`config.mk`:
```
export PLATFORM = sky130hd
export DESIGN_NAME = ecc_host_loader
export DESIGN_NICKNAME = d
export VERILOG_FILES = /design/src/rtl/ecc_ram_pkg.sv /design/src/rtl/ecc_word_gearbox.sv /design/src/rtl/ecc_host_loader.sv
export SDC_FILE = /design/constraint.sdc
export NUM_CORES = 1
export LEC_CHECK = 0
export CORE_AREA = 2 2 237 239
export DETAILED_ROUTE_END_ITERATION = 12
export DIE_AREA = 0 0 239 241
export PLACE_DENSITY_LB_ADDON = 0.3
export SYNTH_ARGS = -nofsm -noshare
export SYNTH_HDL_FRONTEND = slang
export SYNTH_SLANG_ARGS = --single-unit
```
`constraint.sdc`:
```
create_clock -name clk -period 54.3 [get_ports clk]
set_input_delay 10.86 -clock clk [delete_from_list [all_inputs] [get_ports clk]]
set_output_delay 10.86 -clock clk [all_outputs]
set_load 0.01 [all_outputs]
```
`src/rtl/ecc_ram_pkg.sv`:
```
`default_nettype none
// ============================================================================
//  Module   : ecc_ram_pkg
//  Purpose  : Shared constants, bank codes, FSM state type and address
//             legality helper for the banked operand RAM host loader.
//  Contents : DATA_W / WORD_W / ADDR_W default widths, BEATS per operand,
//             BANK_A..BANK_D codes, CMD_ADDR, state_t, bank_is_legal().
//  Revision : 1.0 - initial release
// ============================================================================
package ecc_ram_pkg;

  localparam int DATA_W = 256;
  localparam int WORD_W = 32;
  localparam int ADDR_W = 6;
  localparam int BEATS  = DATA_W / WORD_W;

  // Operand banks live in address bits [5:3]
  localparam logic [2:0] BANK_A = 3'b001;
  localparam logic [2:0] BANK_B = 3'b010;
  localparam logic [2:0] BANK_C = 3'b011;
  localparam logic [2:0] BANK_D = 3'b100;

  // Command register location on port A
  localparam logic [ADDR_W-1:0] CMD_ADDR = 6'd1;

  typedef enum logic [2:0] {
    ST_IDLE      = 3'd0,
    ST_CMD_WR    = 3'd1,
    ST_LOAD      = 3'd2,
    ST_WRITE     = 3'd3,
    ST_RD_ADDR   = 3'd4,
    ST_RD_WAIT   = 3'd5,
    ST_RD_STREAM = 3'd6
  } state_t;

  // Only the four operand banks may be loaded or read back
  function automatic logic bank_is_legal(input logic [2:0] bank);
    logic legal;
    case (bank)
      BANK_A, BANK_B, BANK_C, BANK_D: legal = 1'b1;
      default:                        legal = 1'b0;
    endcase
    return legal;
  endfunction

endpackage : ecc_ram_pkg
`default_nettype wire

```
`src/rtl/ecc_word_gearbox.sv`:
```
`default_nettype none
// ============================================================================
//  Module   : ecc_word_gearbox
//  Purpose  : WORD <-> DATA shift register with a beat counter. Shifting
//             inserts shift_in at the top and drops the bottom word, so after
//             BEATS shifts the first word sits in bits [WORD-1:0]. The same
//             register streams a parallel-loaded operand out LSW first.
//  Ports    : clk, rst       - clock, async active-high reset
//             load_en        - parallel load of load_data, counter to 0
//             load_data      - DATA-wide parallel value
//             shift_en       - shift one word, advance counter (wraps)
//             shift_in       - word entering at the top
//             data_q         - current register contents
//             shift_data     - value the register takes on a shift
//             last_beat      - counter is on the final beat of an operand
//  Revision : 1.0 - initial release
// ============================================================================
module ecc_word_gearbox #(
  parameter int DATA = 256,
  parameter int WORD = 32
) (
  input  logic            clk,
  input  logic            rst,
  input  logic            load_en,
  input  logic [DATA-1:0] load_data,
  input  logic            shift_en,
  input  logic [WORD-1:0] shift_in,
  output logic [DATA-1:0] data_q,
  output logic [DATA-1:0] shift_data,
  output logic            last_beat
);

  localparam int BEATS = DATA / WORD;
  localparam int CNT_W = $clog2(BEATS);

  logic [DATA-1:0]  data_d;
  logic [CNT_W-1:0] count_q;
  logic [CNT_W-1:0] count_d;

  assign shift_data = {shift_in, data_q[DATA-1:WORD]};
  assign last_beat  = (count_q == CNT_W'(BEATS - 1));

  always_comb begin
    data_d  = data_q;
    count_d = count_q;
    if (load_en) begin
      data_d  = load_data;
      count_d = '0;
    end else if (shift_en) begin
      data_d  = shift_data;
      // Natural wrap of the counter returns it to 0 after the final beat
      count_d = count_q + CNT_W'(1);
    end
  end

  always_ff @(posedge clk or posedge rst) begin
    if (rst) begin
      data_q  <= '0;
      count_q <= '0;
    end else begin
      data_q  <= data_d;
      count_q <= count_d;
    end
  end

endmodule : ecc_word_gearbox
`default_nettype wire

```
`src/rtl/ecc_host_loader.sv`:
```
`default_nettype none
// ============================================================================
//  Module   : ecc_host_loader
//  Purpose  : Host-side sequencer for port A of the banked operand RAM.
//             Assembles 32-bit host beats into 256-bit operands and writes
//             them, reads operands back as 32-bit beats, and writes the
//             4-bit command register. A single FSM owns port A, so at most
//             one access is ever in flight.
//  Ports    : clk, rst                  - clock, async active-high reset
//             ld_start/ld_addr          - operand load request
//             rd_start/rd_addr          - operand read-back request
//             cmd_start/cmd_val         - command register write request
//             s_valid/s_ready/s_data    - host write beats (LSW first)
//             m_valid/m_ready/m_data    - read beats to host (LSW first)
//             a_w/a_adbus/a_data_in     - RAM port-A write strobe/addr/data
//             a_data_out                - RAM port-A read data (1-cycle)
//             busy                      - FSM not idle
//             err                       - one-cycle rejected-request pulse
//  Revision : 1.0 - initial release
// ============================================================================
module ecc_host_loader
  import ecc_ram_pkg::*;
#(
  parameter int DATA = DATA_W,
  parameter int WORD = WORD_W,
  parameter int ADDR = ADDR_W
) (
  input  logic            clk,
  input  logic            rst,
  input  logic            ld_start,
  input  logic [ADDR-1:0] ld_addr,
  input  logic            rd_start,
  input  logic [ADDR-1:0] rd_addr,
  input  logic            cmd_start,
  input  logic [3:0]      cmd_val,
  input  logic            s_valid,
  output logic            s_ready,
  input  logic [WORD-1:0] s_data,
  output logic            m_valid,
  input  logic            m_ready,
  output logic [WORD-1:0] m_data,
  output logic            a_w,
  output logic [ADDR-1:0] a_adbus,
  output logic [DATA-1:0] a_data_in,
  input  logic [DATA-1:0] a_data_out,
  output logic            busy,
  output logic            err
);

  state_t          state_q,     state_d;
  logic [ADDR-1:0] addr_q,      addr_d;
  logic            a_w_q,       a_w_d;
  logic [ADDR-1:0] a_adbus_q,   a_adbus_d;
  logic [DATA-1:0] a_data_in_q, a_data_in_d;
  logic            s_ready_q,   s_ready_d;
  logic            m_valid_q,   m_valid_d;
  logic [WORD-1:0] m_data_q,    m_data_d;
  logic            busy_q,      busy_d;
  logic            err_q,       err_d;

  logic            gb_load;
  logic            gb_shift;
  logic [WORD-1:0] gb_shift_in;
  logic [DATA-1:0] gb_data;
  logic [DATA-1:0] gb_shift_data;
  logic            gb_last;

  // Zero enters the top while streaming so stale words never reappear
  assign gb_shift_in = (state_q == ST_LOAD) ? s_data : '0;

  ecc_word_gearbox #(
    .DATA (DATA),
    .WORD (WORD)
  ) u_gearbox (
    .clk        (clk),
    .rst        (rst),
    .load_en    (gb_load),
    .load_data  (a_data_out),
    .shift_en   (gb_shift),
    .shift_in   (gb_shift_in),
    .data_q     (gb_data),
    .shift_data (gb_shift_data),
    .last_beat  (gb_last)
  );

  always_comb begin
    state_d     = state_q;
    addr_d      = addr_q;
    a_w_d       = 1'b0;
    a_adbus_d   = '0;
    a_data_in_d = '0;
    s_ready_d   = 1'b0;
    m_valid_d   = 1'b0;
    m_data_d    = '0;
    err_d       = 1'b0;
    gb_load     = 1'b0;
    gb_shift    = 1'b0;

    case (state_q)
      ST_IDLE: begin
        // Fixed priority: command, then load, then read
        if (cmd_start) begin
          state_d     = ST_CMD_WR;
          a_w_d       = 1'b1;
          a_adbus_d   = CMD_ADDR;
          a_data_in_d = {{(DATA-4){1'b0}}, cmd_val};
        end else if (ld_start) begin
          if (bank_is_legal(ld_addr[ADDR-1 -: 3])) begin
            state_d   = ST_LOAD;
            addr_d    = ld_addr;
            s_ready_d = 1'b1;
          end else begin
            err_d = 1'b1;
          end
        end else if (rd_start) begin
          if (bank_is_legal(rd_addr[ADDR-1 -: 3])) begin
            state_d   = ST_RD_ADDR;
            addr_d    = rd_addr;
            a_adbus_d = rd_addr;
          end else begin
            err_d = 1'b1;
          end
        end
      end

      ST_CMD_WR: state_d = ST_IDLE;

      ST_LOAD: begin
        s_ready_d = 1'b1;
        if (s_valid && s_ready_q) begin
          gb_shift = 1'b1;
          if (gb_last) begin
            // Final beat: the write carries the register's post-shift value
            state_d     = ST_WRITE;
            s_ready_d   = 1'b0;
            a_w_d       = 1'b1;
            a_adbus_d   = addr_q;
            a_data_in_d = gb_shift_data;
          end
        end
      end

      ST_WRITE: state_d = ST_IDLE;

      ST_RD_ADDR: begin
        state_d   = ST_RD_WAIT;
        a_adbus_d = addr_q;
      end

      ST_RD_WAIT: begin
        // RAM output is valid now; capture it and present word 0
        state_d   = ST_RD_STREAM;
        gb_load   = 1'b1;
        m_valid_d = 1'b1;
        m_data_d  = a_data_out[WORD-1:0];
      end

      ST_RD_STREAM: begin
        m_valid_d = 1'b1;
        m_data_d  = m_data_q;
        if (m_valid_q && m_ready) begin
          gb_shift = 1'b1;
          if (gb_last) begin
            state_d   = ST_IDLE;
            m_valid_d = 1'b0;
            m_data_d  = '0;
          end else begin
            m_data_d = gb_shift_data[WORD-1:0];
          end
        end
      end

      default: state_d = ST_IDLE;
    endcase

    busy_d = (state_d != ST_IDLE);
  end

  always_ff @(posedge clk or posedge rst) begin
    if (rst) begin
      state_q     <= ST_IDLE;
      addr_q      <= '0;
      a_w_q       <= 1'b0;
      a_adbus_q   <= '0;
      a_data_in_q <= '0;
      s_ready_q   <= 1'b0;
      m_valid_q   <= 1'b0;
      m_data_q    <= '0;
      busy_q      <= 1'b0;
      err_q       <= 1'b0;
    end else begin
      state_q     <= state_d;
      addr_q      <= addr_d;
      a_w_q       <= a_w_d;
      a_adbus_q   <= a_adbus_d;
      a_data_in_q <= a_data_in_d;
      s_ready_q   <= s_ready_d;
      m_valid_q   <= m_valid_d;
      m_data_q    <= m_data_d;
      busy_q      <= busy_d;
      err_q       <= err_d;
    end
  end

  assign a_w       = a_w_q;
  assign a_adbus   = a_adbus_q;
  assign a_data_in = a_data_in_q;
  assign s_ready   = s_ready_q;
  assign m_valid   = m_valid_q;
  assign m_data    = m_data_q;
  assign busy      = busy_q;
  assign err       = err_q;

endmodule : ecc_host_loader
`default_nettype wire

```
### Word-level counts from Yosys, hierarchy flattened

Index checks and enable logic that the tools add are counted.

* bits of input ports: 311
* output and inout port bits: 299
* register bits after elaboration: 567

* eq/ne operators: 15
* muxes and demuxes: 64
* reduce and logical (&&, ||, !) cells: 10
* $add $sub $neg: 1
* bitwise logic cells: 1

Operators with widths (count)
* 256-bit two-way mux: 4
* 256-bit one-hot mux with 2 select lines: 1
* 32-bit two-way mux: 3
* 32-bit one-hot mux with 2 select lines: 1
* 6-bit two-way mux: 10
* 3-bit two-way mux: 11
* 1-bit two-way mux: 27
* 3-bit == test, second input constant: 6
* 6-bit one-hot mux with 3 select lines: 1
* 3-bit by 2-bit == test with 1-bit output, second input constant: 5
* 3-bit one-hot mux with 5 select lines: 1
* 1-bit one-hot mux with 2 select lines: 4
* 4-bit OR reduction: 2
* 3-bit by 1-bit == test with 1-bit output, second input constant: 2
* 2-bit nonzero test: 3
* 5-bit AND reduction: 1
* 4-bit two-way mux: 1
* 3-bit by 1-bit adder with 3-bit output, second input constant: 1
* 3-bit zero test: 1
* 3-bit nonzero test: 1
* 1-bit logical AND: 2
* 2-bit by 1-bit inequality test with 1-bit output, second input constant: 1
* 2-bit inequality test, second input constant: 1
* 1-bit inverter: 1

### Logic depth before layout (Yosys ltp)

Gate-level depths: netlist (run 1).

* depth in word-level cells: 13
* mapped depth: 7
* gate-level depth less buffers: 6

### Modules after synthesis

A second synthesis (run 1) with hierarchy kept.

* cell total of the unflattened synthesis: 2214
* area, all modules: 24738.7 um2

Modules (own cells, without submodules)
* ecc_word_gearbox: area an instance 13892.1 um2, instances 1, cells each 1378
* ecc_host_loader: area an instance 10846.7 um2, instances 1, cells each 836

### Worst setup path after synthesis (run 1)

Ideal clock, no wire load.

* path type: input port to flip-flop
* start: in ld_addr[5]
* end: reg busy_q, in the netlist busy
* setup slack: 42131 ps
* cell stages on the path: 4
* data arrival time: 12032 ps
* cells stage by stage: or3_2 > nand4_1 > nand2_1 > or3_2

* word-level cells in the longest chain between the ends: 11

Ends and longest elaborated chain
* from (decl): RTL line ecc_host_loader.sv:31 `input logic [ADDR-1:0] ld_addr,`
* 3-bit by 1-bit == test with 1-bit output (tied with other cells): RTL line ecc_ram_pkg.sv:39 `case (bank)`
* 4-bit OR reduction (*): RTL line ecc_ram_pkg.sv:39
* 1-bit two-way mux (*): RTL line ecc_ram_pkg.sv:39
* 1-bit two-way mux (*): RTL line ecc_host_loader.sv:107 `end else if (ld_start) begin`
* 1-bit two-way mux (*): RTL line ecc_host_loader.sv:102 `if (cmd_start) begin`
* 1-bit two-way mux (*): RTL line ecc_host_loader.sv:99 `case (state_q)`
* 3-bit two-way mux (*): RTL line ecc_host_loader.sv:108 `if (bank_is_legal(ld_addr[ADDR-1 -: 3])) begin`
* 3-bit two-way mux (*): RTL line ecc_host_loader.sv:107
* 3-bit two-way mux (*): RTL line ecc_host_loader.sv:102
* 3-bit one-hot mux with 5 select lines (*): RTL line ecc_host_loader.sv:99
* named net state_d[1]: RTL line ecc_host_loader.sv:50 `state_t state_q, state_d;`
* 3-bit nonzero test (*): RTL line ecc_host_loader.sv:176 `busy_d = (state_d != ST_IDLE);`
* named net busy_d: RTL line ecc_host_loader.sv:58 `logic busy_q, busy_d;`
* to (signal assigned): RTL line ecc_host_loader.sv:200 `busy_q <= busy_d;`
* to (decl): RTL line ecc_host_loader.sv:58

Mark *: on every way through the listed nets, which the timed path passes. The rest lies on a longest branch. The select of a mux whose other input is x is not followed.
A chain may end at the register's enable or synchronous reset.

==> reports/metrics.cfg, run 1 <==
[status]
status = finished, final reports clean

[clock_tree]
cts_resized = 0
cts_setup_buffers = 0
postCtsHoldBufs = 0
clk_pin_slew_ns = 0.06
cts_root_buffer = clkbuf_16
cts_sinks = 535
numCtsBuffers = 56
cts_tree = done
clockBufferDepth = 3
cts-htree-levels = 2
clk_latency_ns = 0.61

[worst_hold_path]
hold_class = flop to flop
holdPathStages = 2
holdPathEnd = m_data[24]
min-delay-start = m_data[24]

[logic_synthesis]
synth_top_family_by_area = simple AND/OR/NAND/NOR gates
syn_area_per_cell_um2 = 10.3
synth-simple-area-share_pct = 24.6
synth_warnings = 0
synthMuxAreaShare_pct = 0.542
synthXorXnorAreaFrac_pct = 0.126
mappedNetlistArea_um2 = 20800
synth_seq_cells = 535
synthAdderAreaFrac_pct = 0.120
syn_nets = 2322
synth_cell_type_count = 41
ys_seq_area_share_pct = 64.4
synth_compound_area_share_pct = 6.59
syn_inst = 2009

[timing]
rsz0062_at_grt = false
fmax_mhz = 67.8
hold_viol_final = 0
finalWorstSetupSlack_ns = 39.56
period_share_pct = 27.1
fin_tns_setup_ns = 0
min_period_ns = 14.74
worst_pin_slew_ns = 1.25
setup_viol = 0
report.final.slew_viol_count = 0
skew_ns = 0.0166
relSlewSlack_pct = 16.8

[grt]
track_usage_pct = 26.6
antenna_found_initial = 6
grt_max_degree = 123
grt_pass1_wl_um = 115000
grt_overflow = 0
grt_pass1_vias = 18196

[worst_setup_path]
rr_endpoint = u_gearbox.data_q[135]
crit_required_ns = 54.97
cp_max_fo = 120
cp_top_family = buffers and inverters
rr_startpoint = state_q[2]
critPathCaptureType = asynchronous set/reset pin
reg2reg_slack_ns = 51.20
crit_buf_inv = 6
crit_arrival_ns = 15.41
startpoint_type = input port
critPathMostFrequentCell = buf_4
crit_path_cell_trace = clkdlybuf4s50_1 -> inv_8 -> buf_4 -> buf_4 -> buf_4 -> buf_4
cpPeakStageDelay_ns = 0.94
rr_worst_depth = 6
crit_path_top_delay_cell = buf_4
path_class = input port to asynchronous set/reset pin

[detailed_routing]
detail_route.iter0.violations = 1350
drc_errors = 0
ant_nets = 0
routedWlPerCell_um = 23.8
via_count = 17788
wl_um = 77800
drtPass1Iterations = 5
viasPerCell = 5.43

[cells_and_area]
finalNetCount = 2840
area_growth_pct = 40.7
fillers = 4826
diodes = 0
drive_gt1_share_pct = 5.48

[power_and_ir_drop]
power_density_nw_per_um2 = 42.9
p_leak_uw = 0.0140
p_total_uw = 1250
vdd_drop_max_mv = 0.0253

[die]
core_area_um2 = 54900
fp.dieH_um = 241
io_pins = 610
rows = 86
die_w_um = 239
die-area_um2 = 57600
initial_core_util_pct = 37.9

[placed_design]
post-place-ws_ns = 38.73
gp_congestion = 0.907
dp_hpwl_um = 54500
port-buffer-count = 609

[job]
maxCapViolCount = 0

layout by cell type, fill, tap and decap left out, types with 10 or more instances in the layout:
cell type / n
mux2_2: 10
clkdlybuf4s50_1: 609
nor2_1: 37
clkbuf_16: 57
a2bb2oi_1: 32
a22oi_1: 32
nand3_1: 321
clkbuf_8: 15
a21oi_1: 71
dfrtp_1: 535
and3_1: 253
buf_4: 22
o21ai_1: 18
o21ai_0: 50
nand2_1: 430
flip-flops by register name, summed over array words and instances, names as in the netlist, 3 cells and up:
register,cells
a_data_in,256
u_gearbox.data_q,224
m_data,32
a_adbus,6
addr_q,6
state_q,3
u_gearbox.count_q,3
per-layer routing:
| layer | wire, µm | track usage, % |
|---|---|---|
| met1 | 29100 | 31.8 |
| met2 | 38400 | 45.0 |
| met3 | 7550 | 8.99 |
| met4 | 2770 | 9.43 |
| met5 | 86 | 0 |
report_power, final:
part	internal, µW	total, µW	switching (µW)
Sequential	489	592	103
Combinational	110	249	139
Clock	250	413	163
layout make-up:
class	count	area (µm²)	share of cell area (%)
Tap cell	704	881	3.01
Clock buffer	80	1660	5.69
Multi-Input combinational cell	1301	6700	22.9
Sequential cell	535	13400	45.8
Timing Repair Buffer	631	6260	21.4
Clock inverter	22	329	1.13
Inverter	2	15.0	0.0514
synthesized netlist by cell type (all sizes together):
cell | instances | area, µm²
xor2 | 1 | 8.76
nor2b | 3 | 18.8
a21oi | 71 | 355
and3 | 255 | 1600
or3 | 2 | 15.0
nand2b | 3 | 18.8
a31oi | 3 | 18.8
a21boi | 1 | 7.51
nand3b | 1 | 7.51
o21a | 1 | 7.51
mux2 | 10 | 113
nand4 | 3 | 18.8
or2 | 1 | 6.26
o31ai | 1 | 7.51
inv | 2 | 7.51
clkbuf | 96 | 360
a2bb2o | 2 | 20.0
a22o | 7 | 61.3
nor4b | 1 | 8.76
nor2 | 38 | 145
xnor2 | 2 | 17.5
a2bb2oi | 32 | 280
nand3 | 322 | 1620
nor3b | 1 | 12.5
o21ai | 70 | 362
nor4 | 1 | 12.5
ha | 2 | 25.0
and3b | 2 | 17.5
and2b | 1 | 7.51
buf | 75 | 368
and2 | 1 | 6.26
a22oi | 32 | 240
nand2 | 430 | 1610
a21bo | 1 | 10.0
dfrtp | 535 | 13400
cells by family (layout without fill, tap and decap cells):
kind of cell	Yosys count	after routing
buffers and inverters	173	735
muxes	10	10
AOI/OAI and AO/OA	221	221
DFF	535	535
xor gates and xnor gates	3	3
adders and majority gates	2	2
and+or+nand+nor	1065	1065
worst register-to-register path, delay by kind of cell (launching register included):
kind	cells	cell delay [ns]
and+or+nand+nor	3	0.70
buffers and inverters	2	1.47
DFF	1	0.72
AOI/OAI and AO/OA	1	0.15
stage by stage:
step | instances | util (%) | hold WS (ns) | area (µm²)
final | 3275 | 53.3 | 0.484 | 29200
after global placement | 3173 | 49.7 | 0.464 | 27200
after floorplan | 2009 | - | 0.457 | 20800
after CTS | 3275 | 53.3 | 0.488 | 29200
after detailed placement | 3173 | 49.7 | 0.471 | 27200
after global routing | 3275 | 53.3 | 0.511 | 29200
worst max-delay path by stage:
stage               start  slack, ns  cells after the start        endpoint
floorplan             rst      28.49                      1      a_adbus[0]
global placement      rst      38.89                      6  a_data_in[146]
detailed placement    rst      38.73                      6  a_data_in[146]
CTS                   rst      39.38                      6  a_data_in[146]
global route          rst      38.85                      6  a_data_in[146]
finish                rst      39.56                      6  a_data_in[146]
Note: power is estimated with default switching activity, not from simulation.
==> run 2, diff against run 1 <==
==> constraint.sdc (replaced) <==
create_clock -name clk -period 13.4 [get_ports clk]
set_input_delay 2.68 -clock clk [delete_from_list [all_inputs] [get_ports clk]]
set_output_delay 2.68 -clock clk [all_outputs]
set_load 0.01 [all_outputs]
==> reports/metrics.cfg, run 2 (synthesis results as in run 1) <==
[cells_and_area]
largest_reg_flops = 256  ; unchanged
area_growth_pct = 40.0
final_common_cell = clkdlybuf4s50_1
drive_gt1_share_pct = 5.02  ; -0.46 points
final_cell_mix = clkdlybuf4s50_1, dfrtp_1, nand2_1
finalNetCount = 2837  ; -0.11%

[timing]
report.final.slew_viol_count = 0  ; unchanged
finalWorstSetupSlack_ns = 8.18  ; -31.38 ns
relSlewSlack_pct = 13.0  ; -3.8 points
setup_viol = 0  ; unchanged
hold_viol_final = 0  ; unchanged
fmax_mhz = 192
rsz0062_at_grt = false
skew_ns = 0.0247  ; +0.00810 ns
fin_tns_setup_ns = 0  ; unchanged
worst_pin_slew_ns = 1.30  ; +0.0573 ns
period_share_pct = 39.0
min_period_ns = 5.22
fin_hold_ws_ns = 0.481  ; -0.00295 ns

[clock_tree]
clk_pin_slew_ns = 0.06  ; about the same
clockBufferDepth = 3  ; unchanged
cts_root_buffer = clkbuf_16
cts_sinks = 535  ; unchanged
cts_setup_buffers = 0  ; unchanged
cts_tree = done
cts-htree-levels = 2  ; unchanged
postCtsHoldBufs = 0  ; unchanged
cts_resized = 0  ; unchanged
numCtsBuffers = 55  ; -1.8%
clk_latency_ns = 0.61  ; about the same

[worst_hold_path]
hold_class = flop to flop
holdPathEnd = m_data[20]
min-delay-start = m_data[20]
holdPathStages = 2  ; unchanged

[power_and_ir_drop]
vdd_drop_max_mv = 0.152  ; +500%
internal_power_uw = 3330  ; +290%
power_density_nw_per_um2 = 170  ; +300%
combPwrFrac_pct = 20.3  ; +0.5 points
p_leak_uw = 0.0139  ; -0.75%
p_clk_share_pct = 31.3  ; -1.6 points
swShare_pct = 32.7  ; +0.48 points
pwr-share-seq_pct = 48.4  ; +1.2 points
p_total_uw = 4950  ; +290%
p_sw_uw = 1620  ; +300%

[detailed_routing]
detail_route.iter0.violations = 1399  ; +3.6%
ant_nets = 0  ; unchanged
viasPerCell = 5.37  ; -1.1%
drtPass1Iterations = 6  ; +1
routedWlPerCell_um = 23.5  ; -1.1%
drc_errors = 0  ; unchanged
wl_um = 77200  ; -0.75%
via_count = 17654  ; -0.75%

[worst_setup_path]
critPathCaptureType = asynchronous set/reset pin
cpPeakStageDelay_ns = 0.77  ; -0.17 ns
crit_path_cell_trace = clkdlybuf4s50_1 -> clkinvlp_4 -> buf_4 -> buf_12 -> buf_4
crit_arrival_ns = 5.86  ; -9.55 ns
critPathMostFrequentCell = buf_4
rr_endpoint = u_gearbox.data_q[126]
crit_required_ns = 14.03  ; -40.94 ns
rr_startpoint = state_q[2]
startpoint_type = input port
rr_worst_depth = 6  ; unchanged
cp_max_fo = 177  ; +48%
crit_path_top_delay_cell = buf_4
reg2reg_slack_ns = 10.30  ; -40.90 ns
path_class = input port to asynchronous set/reset pin

[job]
maxCapViolCount = 0  ; unchanged

[status]
status = finished, final reports clean

[grt]
grt_max_degree = 286  ; +130%
grt_overflow = 0  ; unchanged
track_usage_pct = 26.3  ; -0.36 points
grt_pass1_vias = 17666  ; -2.9%
antenna_found_initial = 13  ; +7
grt_pass1_wl_um = 113000  ; -2.1%

[placed_design]
port-buffer-count = 609  ; unchanged
post-place-ws_ns = 7.46  ; -31.27 ns
dp_hpwl_um = 53200  ; -2.3%
gp_congestion = 0.915  ; +0.87%

[die]
rows = 86  ; unchanged
fp.dieH_um = 241  ; unchanged
initial_core_util_pct = 37.9  ; unchanged
die_w_um = 239  ; unchanged
core_area_um2 = 54900  ; unchanged
die-area_um2 = 57600  ; unchanged
io_pins = 610  ; unchanged

==> run 2: how the worst max path moves through the flow <==
stage,end,startpoint,slack [ns],depth (start not counted)
4_1_cts,u_gearbox.data_q[241],rst,8.12,5
5_1_grt,a_data_in[208],rst,7.73,5
6_report,a_data_in[242],rst,8.18,5
3_3_place_gp,a_data_in[230],rst,7.56,5
2_1_floorplan,a_adbus[0],rst,3.45,1
3_5_place_dp,a_data_in[237],rst,7.46,5
==> run 2: routing by layer <==
metal / vias up / GRT usage (%) / routed length, µm / share of wire (%)
met5: - / 0 / 23 / 0.030
met2: 821 / 43.6 / 37700 / 49
li1: 7901 / - / - / -
met1: 8786 / 31.9 / 28800 / 37
met3: 142 / 8.18 / 7680 / 9.9
met4: 4 / 10.8 / 3030 / 3.9
==> run 2: cell type report <==
cell class | instances | area [µm²]
diodes | 13 | 32.5
well taps | 704 | 881
repair buffers | 629 | 6270
clock buffers | 84 | 1610
inverters | 2 | 11.3
clock inverters | 17 | 204
multi-input cells | 1301 | 6700
flip-flops and latches | 535 | 13400
fillers | 4937 | 25800
==> run 2: worst max-delay path: cells and delay by family <==
family / cells / cell delay [ns]
buffers and inverters: 5 / 2.89
==> run 2: power groups by stage <==
stage          sequential, µW  combinational [µW]  clock (µW)
6_report                 2400                1010        1550
3_5_place_dp             2430                1010           0
3_3_place_gp             2430                 971           0
5_1_grt                  2440                1130        1640
4_1_cts                  2410                1010        1570
2_1_floorplan            2210                 666           0
==> run 2: through the flow <==
step                utilization (%)  cell area (µm²)  std cells
floorplan                         -            20800       2009
global placement               49.7            27300       3171
detailed placement             49.7            27300       3171
CTS                            53.0            29100       3272
global route                   53.0            29100       3279
finish                         53.0            29100       3285
